## config.mk

```make
export PLATFORM = sky130hd
export DESIGN_NAME = fetch_stage
export DESIGN_NICKNAME = d
export VERILOG_FILES = /design/src/rtl/rv_pkg.sv /design/src/rtl/if_id_reg.sv /design/src/rtl/fetch_stage.sv
export SDC_FILE = /design/constraint.sdc
export NUM_CORES = 1
export LEC_CHECK = 0
export ABC_AREA = 1
export BUFFER_PORTS_ARGS = -buffer_cell sky130_fd_sc_hd__clkbuf_2
export CAP_MARGIN = 20
export CELL_PAD_IN_SITES_DETAIL_PLACEMENT = 1
export CELL_PAD_IN_SITES_GLOBAL_PLACEMENT = 1
export CORE_UTILIZATION = 39
export CTS_BUF_LIST = sky130_fd_sc_hd__clkbuf_4 sky130_fd_sc_hd__clkbuf_8
export DETAILED_ROUTE_END_ITERATION = 7
export PLACE_DENSITY_LB_ADDON = 0.1
export SLEW_MARGIN = 5
export SYNTH_ARGS = -nofsm -noshare
export SYNTH_HDL_FRONTEND = slang
export SYNTH_HIERARCHICAL = 1
export SYNTH_SLANG_ARGS = --single-unit
```

## constraint.sdc

```tcl
create_clock -name clk -period 2.96 [get_ports clk]
set_input_delay 0.148 -clock clk [delete_from_list [all_inputs] [get_ports clk]]
set_output_delay 0.148 -clock clk [all_outputs]
set_load 0.05 [all_outputs]
```

## src/rtl/rv_pkg.sv

```systemverilog
// Shared RV32 constants, fetch FSM states and the IF/ID bundle.
package rv_pkg;

  localparam int XLEN = 32;

  localparam logic [6:0] OPC_LOAD   = 7'b0000011;
  localparam logic [6:0] OPC_OP_IMM = 7'b0010011;
  localparam logic [6:0] OPC_AUIPC  = 7'b0010111;
  localparam logic [6:0] OPC_STORE  = 7'b0100011;
  localparam logic [6:0] OPC_OP     = 7'b0110011;
  localparam logic [6:0] OPC_LUI    = 7'b0110111;
  localparam logic [6:0] OPC_BRANCH = 7'b1100011;
  localparam logic [6:0] OPC_JALR   = 7'b1100111;
  localparam logic [6:0] OPC_JAL    = 7'b1101111;
  localparam logic [6:0] OPC_SYSTEM = 7'b1110011;

  localparam logic [XLEN-1:0] NOP_INSTR = 32'h0000_0013;

  typedef enum logic [1:0] {
    FS_BOOT,
    FS_RUN,
    FS_HALT
  } fetch_state_e;

  typedef struct packed {
    logic            valid;
    logic [XLEN-1:0] instr;
    logic [XLEN-1:0] pc;
    logic [XLEN-1:0] pc_plus4;
  } if_id_t;

  function automatic logic [6:0] opcode_of(input logic [XLEN-1:0] i);
    return i[6:0];
  endfunction

endpackage

```

## src/rtl/if_id_reg.sv

```systemverilog
// IF/ID pipeline register; clear kills only the valid bit.
module if_id_reg
  import rv_pkg::*;
(
  input  logic   clk,
  input  logic   rst,
  input  logic   en,
  input  logic   clr,
  input  if_id_t d,
  output if_id_t q
);

  if_id_t q_d;
  if_id_t q_q;

  always_comb begin
    q_d = q_q;
    if (clr) begin
      q_d.valid = 1'b0;
    end else if (en) begin
      q_d = d;
    end
  end

  always_ff @(posedge clk) begin
    if (rst) begin
      q_q.valid    <= 1'b0;
      q_q.instr    <= NOP_INSTR;
      q_q.pc       <= '0;
      q_q.pc_plus4 <= '0;
    end else begin
      q_q <= q_d;
    end
  end

  assign q = q_q;

endmodule

```

## src/rtl/fetch_stage.sv

```systemverilog
// Instruction fetch: PC register, BOOT/RUN/HALT control and IF/ID capture.
module fetch_stage
  import rv_pkg::*;
#(
  parameter int              XLEN     = 32,
  parameter logic [XLEN-1:0] RESET_PC = 32'h0000_0000
) (
  input  logic            clk,
  input  logic            rst,
  input  logic            stall,
  input  logic            redirect_valid,
  input  logic [XLEN-1:0] redirect_target,
  input  logic            resume,
  output logic [XLEN-1:0] imem_addr,
  input  logic [XLEN-1:0] imem_rdata,
  output logic            id_valid,
  output logic [XLEN-1:0] id_instr,
  output logic [6:0]      id_opcode,
  output logic [XLEN-1:0] id_pc,
  output logic [XLEN-1:0] id_pc_plus4,
  output logic            misalign,
  output logic            halted
);

  fetch_state_e    state_q, state_d;
  logic [XLEN-1:0] pc_q, pc_d;
  logic            misalign_q, misalign_d;
  logic [XLEN-1:0] pc_plus4;
  logic            redir;
  logic            fetch;
  logic            ifid_en;
  logic            ifid_clr;
  if_id_t          ifid_d;
  if_id_t          ifid_q;

  always_ff @(posedge clk) begin
    if (rst) begin
      state_q    <= FS_BOOT;
      pc_q       <= RESET_PC;
      misalign_q <= 1'b0;
    end else begin
      state_q    <= state_d;
      pc_q       <= pc_d;
      misalign_q <= misalign_d;
    end
  end

  // BOOT ignores everything; it only exists to give one dead cycle.
  always_comb begin
    state_d = state_q;
    unique case (state_q)
      FS_BOOT: state_d = FS_RUN;
      FS_RUN: begin
        if (!redirect_valid && !stall &&
            opcode_of(imem_rdata) == OPC_SYSTEM) begin
          state_d = FS_HALT;
        end
      end
      FS_HALT: begin
        if (redirect_valid || resume) begin
          state_d = FS_RUN;
        end
      end
      default: state_d = FS_BOOT;
    endcase
  end

  always_comb begin
    pc_plus4   = pc_q + XLEN'(4);
    redir      = (state_q != FS_BOOT) && redirect_valid;
    fetch      = (state_q == FS_RUN) && !redirect_valid && !stall;
    pc_d       = pc_q;
    misalign_d = misalign_q;
    unique case (1'b1)
      redir: begin
        pc_d       = {redirect_target[XLEN-1:2], 2'b00};
        misalign_d = |redirect_target[1:0];
      end
      fetch:   pc_d = pc_plus4;
      default: pc_d = pc_q;
    endcase
    ifid_en        = fetch;
    ifid_clr       = redir || (state_q == FS_HALT);
    ifid_d.valid    = 1'b1;
    ifid_d.instr    = imem_rdata;
    ifid_d.pc       = pc_q;
    ifid_d.pc_plus4 = pc_plus4;
  end

  if_id_reg u_if_id (
    .clk (clk),
    .rst (rst),
    .en  (ifid_en),
    .clr (ifid_clr),
    .d   (ifid_d),
    .q   (ifid_q)
  );

  always_comb begin
    imem_addr   = pc_q;
    id_valid    = ifid_q.valid;
    id_instr    = ifid_q.instr;
    id_opcode   = opcode_of(ifid_q.instr);
    id_pc       = ifid_q.pc;
    id_pc_plus4 = ifid_q.pc_plus4;
    misalign    = misalign_q;
    halted      = (state_q == FS_HALT);
  end

endmodule

```

Word level (Yosys, flattened, before mapping)
Cells that the tools add are included.
- register bits after elaboration: 132
- input port bits: 69
- output and inout port bits: 138
- logic and storage cells: 34
- $add $sub $neg: 1
- eq/ne operators: 5
- muxes and demuxes: 4
- bitwise gates (word level): 1
- reduce and logical (&&, ||, !) cells: 16
- operators with widths (cell ; count):
    $pmux 32 s2 ; 1
    $add 32x3->32 const B ; 1
    $eq 7x7->1 const B ; 1
    $pmux 2 s3 ; 1
    $logic_and 1x1->1 ; 5
    $mux 2 ; 2
    $reduce_and 2->1 ; 2
    $reduce_bool 2->1 ; 2
    $reduce_or 2->1 ; 2
    $eq 2x1->1 const B ; 1
    $eq 2x2->1 const B ; 1
    $logic_not 1->1 ; 2
    $logic_not 2->1 ; 1
    $logic_or 1x1->1 ; 2
    $ne 2x1->1 const B ; 1
    $ne 2x2->1 const B ; 1
    $not 1->1 ; 1

Logic depth before layout (Yosys ltp)
Gate-level depths: netlist (run 1).
- depth after elaboration: 5
- depth in mapped cells: 14
- mapped depth without buffers: 12

Hierarchy
Netlist (run 1), hierarchy kept.
- by module, submodules not included (module ; times used ; cells each ; area an instance (um^2) ; sequential area each (um^2)):
    if_id_reg ; 1 ; 621 ; 4083.9 ; 1941.9
    fetch_stage ; 1 ; 410 ; 2514.9 ; 660.6

Least setup slack after synthesis (run 1)
No wires, ideal clock.
- path kind: reg2reg
- start: reg pc_q[3] (netlist: imem_addr[3])
- end: reg u_if_id.q_q, in the netlist u_if_id/q[22]
- library setup time: 114 ps
- arrival time: 1976 ps
- required time: 2846 ps
- setup slack: 870 ps
- stages on the path, launching flop included: 12
- path buffers: 0
- clock period less this slack: 2090 ps
- cells stage by stage: dfxtp_1 ha_1 nand2_1 nor2_4 nand2_4 nor2_4 nand3_1 and2_1 inv_1 nand3_1 nand2_1 nor2_1
- word-level cells in the longest chain between the ends: 1
- RTL lines (item ; line ; text):
    from (decl) ; fetch_stage.sv:26 ; logic [XLEN-1:0] pc_q, pc_d;
    from (signal assigned) ; fetch_stage.sv:43 ; pc_q <= pc_d;
    $add 32x3->32 ; fetch_stage.sv:69 ; pc_plus4 = pc_q + XLEN'(4);
    via pc_plus4[22] ; fetch_stage.sv:28 ; logic [XLEN-1:0] pc_plus4;
    to (signal assigned) ; if_id_reg.sv:32 ; q_q <= q_d;
    to (decl) ; if_id_reg.sv:14 ; if_id_t q_q;
The timed path passes the listed nets, and every way through them passes these cells.
A chain may end at the register's enable or synchronous reset.

Worst setup path in the final report (run 1)
- start: reg state_q[0]
- end: reg pc_q[26] (netlist: imem_addr[26])
- word-level cells in the longest chain between the ends: 4
- elaborated cells between the ends (all ways): 7
- classes of those cells: eq/ne (1); mux (1); reduce/logical (5)
- RTL lines (item ; line ; text):
    from (decl) ; fetch_stage.sv:25 ; fetch_state_e state_q, state_d;
    from (signal assigned) ; fetch_stage.sv:42 ; state_q <= state_d;
    $eq 2x1->1 ; fetch_stage.sv:71 ; fetch = (state_q == FS_RUN) && !redirect_valid && !stall;
    $logic_and 1x1->1 (2 in a row) ; fetch_stage.sv:71 ;
    $pmux 32 s2 or $reduce_bool 2->1 (tied branches) ; -- ;
Several ways; a longest one is shown, not always the timed one.

==> reports/metrics.yaml, run 1 <==
grt_pass1_vias: 6943
ys_top_cells_by_area: "dfxtp_1, nor2_1, nand2_1"
synth_area_mm2: 0.00660
dp.cells: 1409
vias: 6907
worstPathArrival_ns: 2.41
r2r_end: "imem_addr[26]"
yosys.area.top_type: "dfxtp_1"
fillers: 2295
synthToLayoutAreaGrowth_pct: 26.4
io_pins: 207
ir_drop_v: 0.000275
yosys_warnings: 6
powerDensity_mw_per_mm2: 528
crit_type: "reg -> reg"
post_cts_resized: 0
use_met1: 0.305
die_area_mm2: 0.0174
r2r_slack_ns: 0.93
row_count: 47
min_period_ns: 2.03
grt_setup_unrepaired: "false"
coreArea_mm2: 0.0165
grt_remaining_overflow: 0
setup_viol: 0
min_period_over_period: 0.685
run_status: "finished clean"
cp-end-kind: "flip-flop"
nNetsFinal: 1301
worstHoldEndpoint: "u_if_id/q[76]"
drtIter0Drc: 287
antenna_found_initial: 0
final_cells: 1463
reg2reg_from: "state_q[0]"
postPlaceCellArea_mm2: 0.00770
finalHoldViolCount: 0
netlist_instances: 1031
synth_cell_types: 33
grt_pass1_wl_um: 34900
drv_cap: 0
synth_most_common_cell: "nor2_1"
ys.flop_type: "dfxtp_1"
startpoint_type: "flip-flop"
worstHoldStart: "imem_rdata[12]"
avgSynthCellArea_um2: 6.40
htree_levels: 4
min_path_cells: 5
tns_ns: 0
yosysSeqAreaShare: 0.394
port_buffers: 204
postCtsSetupBuffers: 0
max_freq_mhz: 493
cts_buffer_depth: 2
firstDrtPassIters: 4
synthArstFlopShare: 0
fin_area_mm2: 0.00834
critical_path_required_ns: 3.34
cts_hold_buffers: 23
yosys-top-cells-count: "nor2_1, nand2_1, inv_1, dfxtp_1, nand3_1"
regArea_mm2: 0.00260
dpl.hpwl_um: 14500
grt_max_degree: 123
synth_top_area_frac: 0.394
reg2reg_depth: 8
fin_total_pwr_mw: 4.41
n_antenna_cell: 0
cp_cell_sequence: "inv_1, nand2_1, nand2_1, inv_1, nand2_1, o21ai_0, inv_1, a21oi_2"
grt_most_used_layer: "met2"
tightest_slew_ns: 1.09
via_per_inst: 4.72
cts_tree: "done"
drive_above_1_share: 0.225
multi_input_area_mm2: 0.00313
place_congestion: 0.803
cpPeakStageDelay_ns: 0.69
drtAntennaViolNets: 0
crit_fanout: 20
met2_usage: 0.450
clk-insertion-delay-late_ns: 0.45
die-width_um: 132
finClkSkew_ns: 0.0120
grt.total_usage: 0.252
final_util: 0.505
routed_wl_um: 21500
path_clk_slew_ns: 0.07
start_util: 0.399
slew_violations: 0
p_leak_nw: 4.06
crit_slowest_cell: "inv_1"
synth-edff-count: 0
grtUsageMet3: 0.0496
numCtsBuffers: 17
cts_root_buf: "clkbuf_8"
wl_per_cell_um: 14.7
min_path_type: "in -> reg"
synth-seq-cells: 130
drcViolationCount: 0
max_slew_margin: 0.271
cts_sinks: 130
dieHeight_um: 132
stage by stage:
stage | setup slack, ns | hold slack (ns)
2_1_floorplan | 0.870 | 0.217
3_3_place_gp | 1.05 | 0.406
3_5_place_dp | 0.925 | 0.408
4_1_cts | 0.867 | 0.000156
5_1_grt | 0.688 | 0.0170
6_report | 0.931 | 0.0173
cells by family after synthesis:
group,count (synthesis),share of synthesized area
AOI/OAI and AO/OA,54,0.0451
other,2,0.00114
buffers and inverters,214,0.135
and+or+nand+nor,615,0.398
xor gates and xnor gates,15,0.0245
adders and majority gates,1,0.00190
DFF,130,0.394
worst max-delay path, delay by kind of cell, from the launching register on:
kind	cells	cell delay, ns
and+or+nand+nor	3	0.50
buffers and inverters	3	0.85
DFF	1	0.36
AOI/OAI and AO/OA	2	0.24
metal layers:
metal,vias up,part of all wire
met5,-,0
met2,158,0.49
met1,3240,0.45
met4,0,0.013
met3,24,0.046
li1,3485,-
state kept, by name, indices dropped and copies added, names as in the netlist:
register	cells
imem_addr	30
misalign	1
state_q	2
u_if_id/q	97
placed cells by master (no fill, tap or decap), drive strengths merged:
master,n
a21oi,22
a221oi,1
a31oi,2
and2,4
buf,9
bufinv,3
clkbuf,225
clkinv,8
clkinvlp,2
conb,7
dfxtp,130
dlygate4sd3,23
ha,1
inv,151
nand2,241
nand3,115
nand4,2
nor2,250
nor3,2
o21a,1
o21ai,24
o221ai,4
or2,1
xnor2,9
xor2,6
worst max-delay path by stage:
stage                             from       endpoint  slack [ns]  cells after the start
after global placement    imem_addr[3]  u_if_id/q[22]        1.05                     11
after global routing        state_q[0]  imem_addr[26]        0.69                      8
final                       state_q[0]  imem_addr[26]        0.93                      8
after detailed placement    state_q[0]  imem_addr[22]        0.92                      8
after CTS                   state_q[0]  imem_addr[26]        0.87                      8
after floorplan           imem_addr[3]  u_if_id/q[22]        0.87                     11
power breakdown:
part           switching, mW  leakage, nW  internal [mW]
Sequential            0.0840         1.06           1.83
Combinational          0.651         2.79          0.241
Clock                  0.711        0.208          0.887
Total                   1.45         4.06           2.96
area by class of cell:
| cell class | count | share of cell area |
|---|---|---|
| Multi-Input combinational cell | 692 | 0.375 |
| Sequential cell | 130 | 0.312 |
| Timing Repair Buffer | 236 | 0.161 |
| Inverter | 154 | 0.0699 |
| Clock buffer | 21 | 0.0332 |
| Tap cell | 220 | 0.0330 |
| Clock inverter | 10 | 0.0161 |
No activity file was read; power rests on OpenSTA's default activity.
==> run 2: changes to the inputs <==
--- a/config.mk
+++ b/config.mk
@@ -10,7 +10,7 @@
 export CAP_MARGIN = 20
 export CELL_PAD_IN_SITES_DETAIL_PLACEMENT = 1
 export CELL_PAD_IN_SITES_GLOBAL_PLACEMENT = 1
-export CORE_UTILIZATION = 39
+export CORE_UTILIZATION = 36
 export CTS_BUF_LIST = sky130_fd_sc_hd__clkbuf_4 sky130_fd_sc_hd__clkbuf_8
 export DETAILED_ROUTE_END_ITERATION = 7
 export PLACE_DENSITY_LB_ADDON = 0.1
==> constraint.sdc (replaced) <==
create_clock -name clk -period 1.9 [get_ports clk]
set_input_delay 0.095 -clock clk [delete_from_list [all_inputs] [get_ports clk]]
set_output_delay 0.095 -clock clk [all_outputs]
set_load 0.05 [all_outputs]
==> run 2 against run 1 <==
Effect of this change:
- via count increased by 1.9%
- cell area increased by 6.7%
- non-clock buffer count up 58
- critical path depth is 2 higher
==> reports/metrics.yaml, run 2 (synthesis gave the netlist of run 1 again) <==
largest_reg_flops: 97
nNetsFinal: 1359
setup_viol: 0
htree_levels: 4
crit_fanout: 6
port_buffers: 204
r2r_end: "u_if_id/q[22]"
finClkSkew_ns: 0.0122
drtIter0Drc: 322
grt.total_usage: 0.237
reg2reg_from: "imem_addr[10]"
p_leak_nw: 4.33
coreArea_mm2: 0.0180
numCtsBuffers: 17
power_frac_clock: 0.341
crit_type: "reg -> reg"
start_util: 0.367
grt_setup_unrepaired: "false"
cts_root_buf: "clkbuf_8"
most-common-layout-cells: "nor2_1, nand2_1, clkbuf_2, inv_1, dfxtp_1"
synthToLayoutAreaGrowth_pct: 34.9
wl_per_cell_um: 14.3
grt_pass1_vias: 6790
postPlaceCellArea_mm2: 0.00791
worstSetupStartpoint: "imem_addr[10]"
ir_drop_v: 0.000433
routed_wl_um: 21900
endpoint: "u_if_id/q[22]"
r2r_slack_ns: 0.17
drtAntennaViolNets: 0
vias: 7036
cts_buffer_depth: 2
cp_cell_sequence: "nand2_2, nor2_2, nand2_1, nor2_4, nand3_1, and2_1, inv_1, nand3_1, nand2_1, nor2_1"
fin_area_mm2: 0.00890
finalHoldViolCount: 0
grt_pass1_wl_um: 34600
startpoint_type: "flip-flop"
path_clk_slew_ns: 0.08
min_period_over_period: 0.913
drv_cap: 0
critical_path_required_ns: 2.24
layout_commonest_cell: "nor2_1"
dpl.hpwl_um: 15300
die-width_um: 137
clk-insertion-delay-late_ns: 0.45
cpPeakStageDelay_ns: 0.51
run_status: "finished clean"
n_antenna_cell: 0
p_sw_mw: 2.21
grt_remaining_overflow: 0
worst_hold_slack_ns: 0.0321
power_frac_seq: 0.437
via_per_inst: 4.61
slew_violations: 0
grt_max_degree: 78
place_congestion: 0.790
io_pins: 207
min_path_type: "in -> reg"
max_freq_mhz: 576
drive_above_1_share: 0.233
fin_total_pwr_mw: 6.80
pwr-share-comb: 0.222
powerDensity_mw_per_mm2: 764
firstDrtPassIters: 4
cp-end-kind: "flip-flop"
cts_sinks: 130
final_util: 0.496
p_int_mw: 4.58
min_period_ns: 1.73
swShare: 0.326
worstPathArrival_ns: 2.08
reg2reg_depth: 10
drcViolationCount: 0
die_area_mm2: 0.0189
row_count: 49
cts_tree: "done"
crit_slowest_cell: "dfxtp_1"
antenna_found_initial: 0
tns_ns: 0
dieHeight_um: 137
run 2: cell types whose count changed in the layout (fill, tap and decap cells not counted), sizes merged:
cell and delta:
dlygate4sd3 +37, buf +21, clkinv -2, bufinv -1, clkbuf +1, clkinvlp -1
run 2: critical path: cells and delay by family (launching register included):
family	cells	cell delay, ns
simple gates	9	1.08
flops	1	0.51
buf+inv	1	0.05
run 2: per-layer routing:
layer  part of all wire  vias up  track usage
met5                  0        -            0
met4             0.0035        0       0.0611
met3              0.046        4       0.0467
met2               0.50      154        0.413
met1               0.45     3276        0.297
li1                   -     3602            -
run 2: cell type report:
cell class / count / area (um2)
clock buffer: 22 / 290
clock inverter: 6 / 82.6
fill: 2451 / 9060
inverter: 154 / 583
multi-input combinational: 692 / 3130
sequential: 130 / 2610
tap: 229 / 287
timing repair buffer: 294 / 1920
run 2: how the worst min path moves through the flow:
stage,startpoint,end,slack [ns],depth (start not counted)
after floorplan,rst,imem_addr[5],0.16,1
after global placement,redirect_target[0],misalign,0.34,3
after detailed placement,redirect_target[0],misalign,0.35,3
after CTS,redirect_target[26],imem_addr[26],0.0001,5
after global routing,redirect_target[28],imem_addr[28],0.04,5
final,redirect_target[28],imem_addr[28],0.03,5
run 2: power by group through the flow:
stage / combinational (mW) / sequential [mW] / clock [mW]
floorplan: 0.556 / 3.47 / 0
global placement: 1.40 / 3.03 / 0
detailed placement: 1.42 / 3.03 / 0
CTS: 1.52 / 2.97 / 2.41
global route: 1.65 / 2.99 / 2.52
finish: 1.51 / 2.97 / 2.32
run 2: what timing repair did:
action | CTS | global route
hold endpoints to repair | 59 | 0
hold buffers | 60 | 0
resized for setup | 0 | 3
buffers inserted | 0 | 2
setup endpoints to repair | 0 | 3
run 2: per-stage QoR:
stage,instances,setup WS (ns)
2_1_floorplan,1036,0.00749
3_3_place_gp,1437,0.188
3_5_place_dp,1437,0.140
4_1_cts,1525,0.119
5_1_grt,1527,0.0145
6_report,1527,0.165
==> run 3: changes to the inputs <==
--- a/config.mk
+++ b/config.mk
@@ -8,12 +8,10 @@
 export ABC_AREA = 1
 export BUFFER_PORTS_ARGS = -buffer_cell sky130_fd_sc_hd__clkbuf_2
 export CAP_MARGIN = 20
-export CELL_PAD_IN_SITES_DETAIL_PLACEMENT = 1
-export CELL_PAD_IN_SITES_GLOBAL_PLACEMENT = 1
-export CORE_UTILIZATION = 36
+export CORE_UTILIZATION = 50
 export CTS_BUF_LIST = sky130_fd_sc_hd__clkbuf_4 sky130_fd_sc_hd__clkbuf_8
 export DETAILED_ROUTE_END_ITERATION = 7
-export PLACE_DENSITY_LB_ADDON = 0.1
+export PLACE_DENSITY = 0.78
 export SLEW_MARGIN = 5
 export SYNTH_ARGS = -nofsm -noshare
 export SYNTH_HDL_FRONTEND = slang
==> run 3 against run 2 <==
Effect of this change:
- hold slack got worse by 0.019 ns
- combinational power about the same
- total power grew 0.75%
- critical path type unchanged
- largest cell class unchanged
- highest routed layer unchanged
==> reports/metrics.yaml, run 3 (synthesis gave the netlist of run 1 again) <==
run_status: "finished clean"
startpoint_type: "flip-flop"
dieHeight_um: 117
drcViolationCount: 0
wl_met2_um: 9430
grt_max_degree: 85
finClkSkew_ns: 0.00636
dp.cells: 1377
finalHoldViolCount: 0
min_period_over_period: 0.919
htree_levels: 4
powerDensity_mw_per_mm2: 777
grt_pass1_vias: 6551
crit_slowest_cell: "dfxtp_2"
port_buffers: 204
p_leak_nw: 4.30
row_count: 41
tns_ns: 0
postCtsSetupBuffers: 0
critical_path_required_ns: 2.25
drtAntennaViolNets: 0
die-width_um: 117
antenna_found_initial: 0
cts_tree: "done"
n_antenna_cell: 0
final_util: 0.693
numCtsBuffers: 17
via_per_inst: 4.94
start_util: 0.519
io_pins: 207
grt.total_usage: 0.298
cpLargestDelayFamily: "simple AND/OR/NAND/NOR gates"
cts_root_buf: "clkbuf_8"
cp-end-kind: "flip-flop"
layout_commonest_cell: "nor2_1"
crit_type: "reg -> reg"
cp_cell_sequence: "ha_1, nand2_1, nor2_4, nand2_4, nor2_4, nand3_1, and2_1, inv_1, nand3_1, nand2_1, nor2_1"
cts_sinks: 130
regArea_mm2: 0.00261
min_period_ns: 1.75
cts_buffer_depth: 2
clk-insertion-delay-late_ns: 0.45
wl_met1_um: 8400
dpl.hpwl_um: 12900
setup_viol: 0
vias: 7249
die_area_mm2: 0.0137
crit_fanout: 5
min_path_type: "in -> reg"
firstDrtPassIters: 5
final_cells: 1467
coreArea_mm2: 0.0127
multi_input_area_mm2: 0.00313
drtIter0Drc: 629
path_clk_slew_ns: 0.08
drv_cap: 0
grt_pass1_wl_um: 31300
most-common-layout-cells: "nor2_1, nand2_1, clkbuf_2, inv_1, dfxtp_1"
ir_drop_v: 0.000471
worstPathArrival_ns: 2.09
max_freq_mhz: 573
largest_reg_flops: 97
synthToLayoutAreaGrowth_pct: 33.6
wl_met3_um: 1830
nNetsFinal: 1352
place_congestion: 0.930
fillers: 1085
drive_above_1_share: 0.232
cpPeakStageDelay_ns: 0.37
wl_per_cell_um: 13.8
path_buf_inv: 1
routed_wl_um: 20300
grt_setup_unrepaired: "false"
grt_remaining_overflow: 0
slew_violations: 0
top_layer: "met4"
==> run 3: changes by cell type in the layout (fill, tap and decap cells not counted), sizes merged <==
cell,delta
clkbuf,-3
dlygate4sd3,-2
clkinvlp,+2
clkinv,+4
inv,+1
buf,-5
==> run 3: metrics by stage <==
step / setup slack, ns / power (mW) / hold WS [ns] / cell area [um2]
2_1_floorplan: 0.00749 / 4.02 / 0.164 / 6620
3_3_place_gp: 0.209 / 4.41 / 0.344 / 7840
3_5_place_dp: 0.171 / 4.42 / 0.343 / 7840
4_1_cts: 0.149 / 6.86 / 0.000515 / 8810
5_1_grt: 0.0125 / 7.14 / 0.0351 / 8810
6_report: 0.155 / 6.85 / 0.0128 / 8810
==> run 3: worst paths after layout <==
kind	start	endpoint	slack [ns]	depth (start not counted)
worst min-delay path	redirect_target[30]	imem_addr[30]	0.01	5
worst max-delay path	imem_addr[3]	u_if_id/q[22]	0.15	11
worst max register to register	imem_addr[3]	u_if_id/q[22]	0.15	11
worst min register to register	u_if_id/q[96]	u_if_id/q[96]	0.48	2
==> run 3: timing repair <==
| action | 4_1_cts | 5_1_grt |
|---|---|---|
| hold buffers | 58 | 0 |
| hold endpoints to repair | 57 | 0 |
| gates resized for setup | 0 | 0 |
==> run 3: power breakdown <==
group	internal [mW]	leakage, nW	switching (mW)
clock	1.23	0.198	1.14
sequential	2.86	1.06	0.112
combinational	0.465	3.05	1.05
total	4.55	4.30	2.30
==> run 3: metal layers <==
layer,vias up,GRT usage
met5,-,0
met4,0,0.148
met3,54,0.0685
met2,367,0.493
met1,3229,0.366
li1,3599,-
==> run 3: area by class of cell <==
cell class / instances / share of cell area
inverter: 154 / 0.0661
multi-input combinational: 692 / 0.355
timing repair buffer: 287 / 0.214
tap: 172 / 0.0244
sequential: 130 / 0.296
clock buffer: 19 / 0.0297
clock inverter: 13 / 0.0152
==> run 3: worst register-to-register path: stages (launching register included) <==
cell	delay, ns
dfxtp_2	0.37
ha_1	0.20
nand2_1	0.10
nor2_4	0.18
nand2_4	0.13
nor2_4	0.19
nand3_1	0.11
and2_1	0.17
inv_1	0.04
nand3_1	0.05
nand2_1	0.07
nor2_1	0.04
